## src/rtl/si5338_cfg_ctrl_pkg.sv

```systemverilog
// Shared types and constants for the Si5338 I2C register-table sequencer.
package cfg_pkg;

  typedef enum logic [2:0] {
    ST_IDLE,
    ST_FETCH,
    ST_START,
    ST_BIT,
    ST_STOP
  } state_e;

  typedef enum logic [2:0] {
    SYM_START,
    SYM_DATA0,
    SYM_DATA1,
    SYM_ACK,
    SYM_STOP
  } sym_e;

  localparam int REG_MSB         = 15;
  localparam int REG_LSB         = 8;
  localparam int VAL_MSB         = 7;
  localparam int VAL_LSB         = 0;
  localparam int SYMBOL_QUARTERS = 4;
  localparam int BITS_PER_XFER   = 27;
  localparam int DIV_W           = 10;

endpackage

```

## src/rtl/si5338_cfg_ctrl_bit_engine.sv

```systemverilog
// Quarter-bit divider and per-symbol open-drain SCL/SDA drive with ACK sampling.
module i2c_bit_engine
  import cfg_pkg::*;
#(
  parameter int CLK_DIV = 25
) (
  input  logic i_clk,
  input  logic i_rst_n,
  input  logic i_run,
  input  sym_e i_sym,
  input  logic i_sda,
  output logic o_sym_done,
  output logic o_ack_n,
  output logic o_scl_oe,
  output logic o_sda_oe
);

  logic [DIV_W-1:0] r_cnt;
  logic [1:0]       r_q;
  logic             r_ack_n;
  logic             r_scl_oe;
  logic             r_sda_oe;
  logic             w_qtick;
  logic             w_scl_nxt;
  logic             w_sda_nxt;

  assign w_qtick    = i_run && (r_cnt == DIV_W'(CLK_DIV - 1));
  assign o_sym_done = w_qtick && (r_q == 2'(SYMBOL_QUARTERS - 1));
  assign o_ack_n    = r_ack_n;
  assign o_scl_oe   = r_scl_oe;
  assign o_sda_oe   = r_sda_oe;

  // SCL is low in q0/q1 and released in q2/q3 for data and ACK slots.
  always_comb begin
    w_scl_nxt = 1'b0;
    w_sda_nxt = 1'b0;
    case (i_sym)
      SYM_START: begin
        w_sda_nxt = (r_q != 2'd0);
        w_scl_nxt = r_q[1];
      end
      SYM_DATA0: begin
        w_scl_nxt = ~r_q[1];
        w_sda_nxt = 1'b1;
      end
      SYM_DATA1: w_scl_nxt = ~r_q[1];
      SYM_ACK:   w_scl_nxt = ~r_q[1];
      SYM_STOP: begin
        w_scl_nxt = (r_q == 2'd0);
        w_sda_nxt = ~r_q[1];
      end
      default: ;
    endcase
    if (!i_run) begin
      w_scl_nxt = 1'b0;
      w_sda_nxt = 1'b0;
    end
  end

  always_ff @(posedge i_clk or negedge i_rst_n) begin
    if (!i_rst_n) begin
      r_cnt    <= '0;
      r_q      <= '0;
      r_ack_n  <= 1'b1;
      r_scl_oe <= 1'b0;
      r_sda_oe <= 1'b0;
    end else begin
      r_scl_oe <= w_scl_nxt;
      r_sda_oe <= w_sda_nxt;
      if (!i_run) begin
        r_cnt <= '0;
        r_q   <= '0;
      end else begin
        r_cnt <= w_qtick ? '0 : r_cnt + 1'b1;
        if (w_qtick) r_q <= r_q + 2'd1;
        if (w_qtick && (i_sym == SYM_ACK) && (r_q == 2'd2)) r_ack_n <= i_sda;
      end
    end
  end

endmodule

```

## src/rtl/si5338_cfg_ctrl.sv

```systemverilog
// Walks the (reg_addr, value) table and writes each entry to the Si5338 over I2C.
module si5338_cfg_ctrl
  import cfg_pkg::*;
#(
  parameter int         CLK_DIV  = 25,
  parameter logic [6:0] DEV_ADDR = 7'h70,
  parameter int         NUM_REGS = 4
) (
  input  logic        clk_i,
  input  logic        rst_n_i,
  input  logic        start_i,
  output logic [7:0]  tbl_idx_o,
  input  logic [15:0] tbl_data_i,
  output logic        scl_oe_o,
  output logic        sda_oe_o,
  input  logic        sda_i,
  output logic        busy_o,
  output logic        done_o,
  output logic        err_o,
  output logic [7:0]  err_idx_o
);

  localparam int SLOTS_PER_BYTE = BITS_PER_XFER / 3;

  state_e      r_state;
  state_e      w_state_nxt;
  logic        r_fetch_ph;
  logic [23:0] r_shift;
  logic [3:0]  r_bit;
  logic [1:0]  r_byte;
  logic        r_err_pend;
  logic [7:0]  r_idx;
  logic        r_busy;
  logic        r_done;
  logic        r_err;
  logic [7:0]  r_err_idx;
  logic        w_run;
  logic        w_ack_slot;
  logic        w_last;
  logic        w_sym_done;
  logic        w_ack_n;
  sym_e        w_sym;

  assign w_run      = (r_state == ST_START) || (r_state == ST_BIT) || (r_state == ST_STOP);
  assign w_ack_slot = (r_bit == 4'(SLOTS_PER_BYTE - 1));
  assign w_last     = (r_idx == 8'(NUM_REGS - 1));

  assign tbl_idx_o = r_idx;
  assign busy_o    = r_busy;
  assign done_o    = r_done;
  assign err_o     = r_err;
  assign err_idx_o = r_err_idx;

  always_comb begin
    w_sym = SYM_START;
    case (r_state)
      ST_BIT:  w_sym = w_ack_slot ? SYM_ACK : (r_shift[23] ? SYM_DATA1 : SYM_DATA0);
      ST_STOP: w_sym = SYM_STOP;
      default: w_sym = SYM_START;
    endcase
  end

  i2c_bit_engine #(.CLK_DIV(CLK_DIV)) u_bit_engine (
    .i_clk      (clk_i),
    .i_rst_n    (rst_n_i),
    .i_run      (w_run),
    .i_sym      (w_sym),
    .i_sda      (sda_i),
    .o_sym_done (w_sym_done),
    .o_ack_n    (w_ack_n),
    .o_scl_oe   (scl_oe_o),
    .o_sda_oe   (sda_oe_o)
  );

  always_comb begin
    w_state_nxt = r_state;
    case (r_state)
      ST_IDLE:  if (start_i) w_state_nxt = ST_FETCH;
      ST_FETCH: if (r_fetch_ph) w_state_nxt = ST_START;
      ST_START: if (w_sym_done) w_state_nxt = ST_BIT;
      ST_BIT:   if (w_sym_done && w_ack_slot && (w_ack_n || (r_byte == 2'd2))) w_state_nxt = ST_STOP;
      ST_STOP:  if (w_sym_done) w_state_nxt = (r_err_pend || w_last) ? ST_IDLE : ST_FETCH;
      default:  w_state_nxt = ST_IDLE;
    endcase
  end

  always_ff @(posedge clk_i or negedge rst_n_i) begin
    if (!rst_n_i) r_state <= ST_IDLE;
    else          r_state <= w_state_nxt;
  end

  always_ff @(posedge clk_i or negedge rst_n_i) begin
    if (!rst_n_i) begin
      r_fetch_ph <= 1'b0;
      r_shift    <= '0;
      r_bit      <= '0;
      r_byte     <= '0;
      r_err_pend <= 1'b0;
      r_idx      <= '0;
      r_busy     <= 1'b0;
      r_done     <= 1'b0;
      r_err      <= 1'b0;
      r_err_idx  <= '0;
    end else begin
      case (r_state)
        ST_IDLE: if (start_i) begin
          r_done     <= 1'b0;
          r_err      <= 1'b0;
          r_err_idx  <= '0;
          r_idx      <= '0;
          r_busy     <= 1'b1;
          r_fetch_ph <= 1'b0;
        end
        // Phase 0 lets the table settle on the new index; phase 1 captures it.
        ST_FETCH: begin
          r_fetch_ph <= ~r_fetch_ph;
          if (r_fetch_ph) begin
            r_shift    <= {DEV_ADDR, 1'b0, tbl_data_i[REG_MSB:REG_LSB], tbl_data_i[VAL_MSB:VAL_LSB]};
            r_bit      <= '0;
            r_byte     <= '0;
            r_err_pend <= 1'b0;
          end
        end
        ST_BIT: if (w_sym_done) begin
          if (w_ack_slot) begin
            if (w_ack_n) r_err_pend <= 1'b1;
            r_bit  <= '0;
            r_byte <= r_byte + 2'd1;
          end else begin
            r_shift <= {r_shift[22:0], 1'b0};
            r_bit   <= r_bit + 4'd1;
          end
        end
        ST_STOP: if (w_sym_done) begin
          if (r_err_pend) begin
            r_err     <= 1'b1;
            r_err_idx <= r_idx;
            r_busy    <= 1'b0;
          end else if (w_last) begin
            r_done <= 1'b1;
            r_busy <= 1'b0;
          end else begin
            r_idx      <= r_idx + 8'd1;
            r_fetch_ph <= 1'b0;
          end
        end
        default: ;
      endcase
    end
  end

endmodule
```

## config.mk

```make
export PLATFORM = sky130hd
export DESIGN_NAME = si5338_cfg_ctrl
export DESIGN_NICKNAME = d
export VERILOG_FILES = /design/src/rtl/si5338_cfg_ctrl_pkg.sv /design/src/rtl/si5338_cfg_ctrl_bit_engine.sv /design/src/rtl/si5338_cfg_ctrl.sv
export SDC_FILE = /design/constraint.sdc
export NUM_CORES = 1
export LEC_CHECK = 0
export BUFFER_PORTS_ARGS = -buffer_cell sky130_fd_sc_hd__buf_2
export CAP_MARGIN = 20
export CORE_ASPECT_RATIO = 1.75
export CORE_MARGIN = 3
export CORE_UTILIZATION = 40
export CTS_CLUSTER_DIAMETER = 50
export CTS_CLUSTER_SIZE = 10
export DETAILED_ROUTE_END_ITERATION = 7
export PLACE_DENSITY = 0.7
export SLEW_MARGIN = 20
export SYNTH_ARGS = -nofsm -noshare
export SYNTH_HDL_FRONTEND = slang
export SYNTH_SLANG_ARGS = --single-unit
```

## constraint.sdc

```tcl
create_clock -name clk_i -period 4.15 [get_ports clk_i]
set_input_delay 0.83 -clock clk_i [delete_from_list [all_inputs] [get_ports clk_i]]
set_output_delay 0.83 -clock clk_i [all_outputs]
set_load 0.005 [all_outputs]
```

==> impl_metrics.toml, run 1 <==
[placement]
place_area_um2 = 3720
place_inst = 480
port_buffers = 40
hpwl_um = 5210
gp_congestion = 0.769

[cts]
cts_resized = 0
cts_buffers = 9
clkTransAtPathRegs_ps = 50
h-tree-depth = 3
clock_sinks = 69
cts_root_buffer = "clkbuf_16"
ctsHoldBuffers = 0
worstSkewPairLatency_ps = 330
post_cts_buffers = 0
cts_buffer_depth = 2
cts_tree = "yes"

[global_route]
grt_pass1_vias = 2641
grt_pass1_wl_um = 12500
gr-usage-all-layers_pct = 15.8
grt-ovfl-total = 0
grt_max_degree = 48
antenna_found_initial = 0

[drt]
drt_iter0_drc = 141
drtAntennaViolNets = 0
drt_wl_total_um = 7350
vias_per_cell = 5.34
wl_per_cell_um = 14.9
drc = 0
dr.pass1.iters = 4
num_vias = 2636

[worst_setup_path]
cp.required_ps = 4410
critical-path-max-stage-delay_ps = 530
arrival_ps = 2830
cp-start-kind = "register"
cp-end-kind = "register"
r2r_cells = 6
crit_chain = "buf_4 > nor2_1 > nand3_1 > a22o_1 > or3_1 > a21oi_1"
critical_path_class = "reg2reg"
r2r-end = "tbl_idx_o[7]"
crit_fanout = 21
reg2reg_from = "r_state[1]"
crit_slowest_cell = "dfrtp_1"
r2r_slack_ps = 1580

[hold_path]
hold_end = "err_o"
min-delay-start = "err_o"
hold_depth = 1
holdCritPathClass = "reg2reg"

[synth]
syn_nets = 368
synth.distinct_cells = 52
synthXorXnorAreaFrac_pct = 2.78
synth-compound-area-share_pct = 18.1
yosysSeqAreaShare_pct = 49.9
synth.most_common_cell = "dfrtp_1"
synth_area_um2 = 3460
yosys.area_share.simple_pct = 15.3
synthTopCellsByArea = "dfrtp_1, mux2i_1, a21oi_1, nand2_1, ha_1"
ys_warn_count = 0
yosysTopAreaCellShare_pct = 49.1
syn_inst = 339
muxShareOfSynthArea_pct = 5.89
synth-edff-count = 0
synthFlopType = "dfrtp_1"
synthAdderAreaFrac_pct = 3.25
ys_top_cells_by_count = "dfrtp_1, nand2_1, a21oi_1, nor2_1, o21ai_0"
yosysTopAreaCell = "dfrtp_1"
avgSynthCellArea_um2 = 10.2
ys_seq_elements = 69
synth_top_family_by_area = "compound AO/OA/AOI/OAI gates"
ys_async_sr_fraction_pct = 100

[timing]
max_slew_margin_pct = 51.6
drv_slew = 0
finalClockSkew_ps = 5.27
setup_tns_ps = 0
rsz0062_at_grt = "false"
hold_ws_ps = 473
final-setup-viol-count = 0
hold_violations = 0
tightest_slew_ps = 724
fmax_mhz = 388
period_share_pct = 62.0
layout_min_cycle_time_ps = 2570

[die]
rows = 44
die_area_um2 = 9860
die_h_um = 129
initial_core_util_pct = 41.4
io_pins = 41
core_area_um2 = 8370
dieWidth_um = 76.3

[status]
status = "complete, no violations"

[layout]
nets = 405
fin_util_pct = 48.0
area.growth.synth_to_final_pct = 15.9
instances_no_fill = 494
drive_gt1_share_pct = 21.9
final_area_um2 = 4010
diodes = 0

[power_and_ir_drop]
power.leakage_uw = 0.00187
powerDensity_nw_per_um2 = 365
peakVddDrop_uv = 218

[run]
maxCapViolCount = 0
[through the flow]
step | total power [uW] | setup slack [ps]
after floorplan | 712 | 2140
after global placement | 738 | 1660
after detailed placement | 740 | 1570
after CTS | 1480 | 1560
after global routing | 1520 | 1360
final | 1460 | 1580
[worst max-delay path, delay by kind of cell, from the launching register on]
family | cells | cell delay [ps]
AND/OR/NAND/NOR | 3 | 1050
buffers and inverters | 1 | 300
AO/OA/AOI/OAI | 2 | 600
flip-flops | 1 | 530
[per-layer routing]
metal	part of all wire, %	track usage (%)	up-vias	wire (um)
met2	53	28.3	46	3900
met5	0	0	-	0
met3	3.1	3.27	11	228
met1	42	18.1	1297	3070
met4	2.0	7.58	0	150
li1	-	-	1282	-
[registers in the layout, indices dropped and copies added (netlist names), 2 cells and up]
signal              flops
err_idx_o               8
r_bit                   4
r_byte                  2
r_shift                24
r_state                 3
tbl_idx_o               8
u_bit_engine.r_cnt     10
u_bit_engine.r_q        2
[worst max-delay path by stage]
stage	startpoint	end	slack, ps
4_1_cts	r_state[1]	tbl_idx_o[7]	1560
5_1_grt	r_state[1]	tbl_idx_o[7]	1360
3_3_place_gp	r_state[1]	tbl_idx_o[6]	1660
2_1_floorplan	u_bit_engine.r_cnt[0]	r_shift[10]	2140
6_report	r_state[1]	tbl_idx_o[7]	1580
3_5_place_dp	r_state[1]	tbl_idx_o[7]	1570
[kinds of logic (layout without fill, tap and decap cells)]
family / count (synthesis) / after routing
compound gates: 93 / 93
fa+ha+maj: 9 / 9
buf+inv: 32 / 72
simple gates: 105 / 105
xor+xnor: 11 / 11
flops: 69 / 69
mux: 20 / 20
[area by class of cell]
type                    instances  area (um^2)
inverters                      14         52.6
fillers                       814         4350
flip-flops and latches         69         1730
multi-input cells             238         1580
clock buffers                  12          246
repair buffers                 44          233
clock inverters                 2         35.0
well taps                     115          144
[power breakdown]
| group | total (uW) | switching (uW) | internal [uW] |
|---|---|---|---|
| sequential | 688 | 5.16 | 682 |
| combinational | 39.7 | 24.0 | 15.8 |
| clock | 738 | 264 | 474 |
| total | 1460 | 293 | 1170 |
[placed cells by master, fill, tap and decap left out, types with 2 or more instances in the layout]
cell type,instances
ha_1,9
nor3_1,2
xnor2_1,8
a21oi_2,10
nand2_1,36
a31o_2,4
mux2_2,3
o311ai_0,2
a22o_1,9
clkbuf_1,2
clkbuf_16,9
nand4_1,5
nand3_1,10
xor2_1,3
o21ai_0,21
a21oi_1,30
or3_1,4
o22a_1,3
and3_1,5
a31oi_1,4
inv_1,14
buf_2,39
dfrtp_1,68
buf_4,5
and4_1,2
nor3_2,2
a21o_1,2
nor2_1,26
nor4_1,2
nor2b_1,2
mux2i_1,17
Power figures use the tool's default switching activity.
==> inputs of run 2 (changes only) <==
--- a/config.mk
+++ b/config.mk
@@ -13,7 +13,7 @@
 export CTS_CLUSTER_DIAMETER = 50
 export CTS_CLUSTER_SIZE = 10
 export DETAILED_ROUTE_END_ITERATION = 7
-export PLACE_DENSITY = 0.7
+export PLACE_DENSITY = 0.73
 export SLEW_MARGIN = 20
 export SYNTH_ARGS = -nofsm -noshare
 export SYNTH_HDL_FRONTEND = slang
==> constraint.sdc (replaced) <==
create_clock -name clk_i -period 2.3 [get_ports clk_i]
set_input_delay 0.46 -clock clk_i [delete_from_list [all_inputs] [get_ports clk_i]]
set_output_delay 0.46 -clock clk_i [all_outputs]
set_load 0.005 [all_outputs]
==> run 2 against run 1 <==
  * Sequential power up 80%
  * Final cell count up 2.0%
  * Utilization increased by 1.4 points
  * Maximum frequency increased by 23%
  * Power grew 94%
  * Clock power increased by 110%
  * Count of clock-buffer cells in the layout shrank 1
  * Worst hold slack worse by 340 ps
  * Clock skew rose by 4.4 ps
  * Register-to-register slack worse by 1400 ps
  * Critical path depth unchanged
  * Wire length increased by 2.4%
==> impl_metrics.toml, run 2 (synthesized netlist as in run 1, its figures left out) <==
[status]
status = "complete, no violations"

[layout]
final_area_um2 = 4130
top_regs = "r_shift x24, u_bit_engine.r_cnt x10"
final_common_cell = "dfrtp_1"
area.growth.synth_to_final_pct = 19.3
diodes = 0
largest_register_ff_count = 24
nets = 413
layout_common_cells = "dfrtp_1, buf_2, nand2_1, a21oi_1, nor2_1"
drive_gt1_share_pct = 24.2
top_register = "r_shift"

[drt]
vias_per_cell = 5.32
drc = 0
dr.pass1.iters = 4
drt_iter0_drc = 123
drtAntennaViolNets = 0
num_vias = 2679
wl_per_cell_um = 14.9
drt_wl_total_um = 7530

[placement]
hpwl_um = 5260
pre_cts_ws_ps = 230
place_area_um2 = 3800
gp_congestion = 0.801
port_buffers = 40

[die]
die_h_um = 129
core_area_um2 = 8370
rows = 44
initial_core_util_pct = 41.4
dieWidth_um = 76.3
io_pins = 41
die_area_um2 = 9860

[timing]
drv_slew = 0
rsz0062_at_grt = "false"
hold_ws_ps = 133
max_slew_margin_pct = 66.0
tightest_slew_ps = 510
final-setup-viol-count = 0
setup_tns_ps = 0
fmax_mhz = 478
period_share_pct = 90.9
finalClockSkew_ps = 9.68
worst_slack_ps = 209
layout_min_cycle_time_ps = 2090
hold_violations = 0

[power_and_ir_drop]
peakVddDrop_uv = 593
total_power_uw = 2850
power.leakage_uw = 0.00194
powerDensity_nw_per_um2 = 689

[cts]
post_cts_buffers = 0
clock_sinks = 69
ctsHoldBuffers = 0
worstSkewPairLatency_ps = 330
cts_buffer_depth = 2
clkTransAtPathRegs_ps = 60
cts_resized = 0
h-tree-depth = 3
cts_buffers = 9
cts_tree = "yes"
cts_root_buffer = "clkbuf_16"

[worst_setup_path]
cp-end-kind = "register"
r2r_cells = 6
cp-start-kind = "register"
r2r_slack_ps = 210
r2r-end = "tbl_idx_o[7]"
critical_path_class = "reg2reg"
reg2reg_from = "tbl_idx_o[0]"
crit_fanout = 7
arrival_ps = 2350
cp.required_ps = 2560

[global_route]
gr-usage-all-layers_pct = 16.3
grt_pass1_wl_um = 12900
grt-ovfl-total = 0
grt_max_degree = 70
grt_pass1_vias = 2703
antenna_found_initial = 0

[hold_path]
holdCritPathClass = "in2async"

[run]
maxCapViolCount = 0
run 2: cell count changes in the layout (fill, tap and decap cells not counted):
cell | previous run | this run
buf_12 | 0 | 1
buf_2 | 39 | 40
clkbuf_8 | 1 | 2
buf_4 | 5 | 11
inv_6 | 0 | 1
nor3_2 | 2 | 1
clkinvlp_4 | 0 | 1
nor3_1 | 2 | 3
clkbuf_1 | 2 | 0
bufinv_16 | 1 | 2
run 2: critical path, cell delays in order (launching register included):
cell and delay, ps:
dfrtp_1 430, ha_1 250, or4b_1 490, o21bai_2 300
a22o_1 290, o21ai_0 120, a21oi_1 130
run 2: report_power, final:
group          internal, uW  total [uW]  switching, uW
Combinational          29.3        72.5           43.2
Sequential             1230        1240           9.60
Clock                  1010        1530            523
run 2: cell type report:
type / instances / area, um^2
multi-input combinational: 238 / 1570
inverter: 14 / 52.6
timing repair buffer: 52 / 303
clock inverter: 5 / 81.3
tap: 115 / 144
fill: 792 / 4240
sequential: 69 / 1730
clock buffer: 11 / 253
run 2: worst max-delay path by stage:
stage | start | end | cells after the start
5_1_grt | tbl_idx_o[0] | done_o | 6
6_report | tbl_idx_o[0] | tbl_idx_o[7] | 6
2_1_floorplan | u_bit_engine.r_cnt[0] | r_shift[10] | 10
4_1_cts | tbl_idx_o[0] | done_o | 6
3_5_place_dp | tbl_idx_o[0] | done_o | 6
3_3_place_gp | u_bit_engine.r_cnt[0] | r_shift[21] | 8
run 2: routing by layer:
layer	global-route usage [%]	share of wire (%)	vias to the layer above
li1	-	-	1291
met1	18.1	39	1323
met5	0	0	-
met4	6.40	2.3	0
met3	4.24	3.9	12
met2	29.9	54	53
run 2: metrics by stage:
| step | util (%) | instances |
|---|---|---|
| floorplan | - | 339 |
| global placement | 45.4 | 488 |
| detailed placement | 45.4 | 488 |
| CTS | 49.4 | 504 |
| global route | 49.4 | 504 |
| finish | 49.4 | 504 |
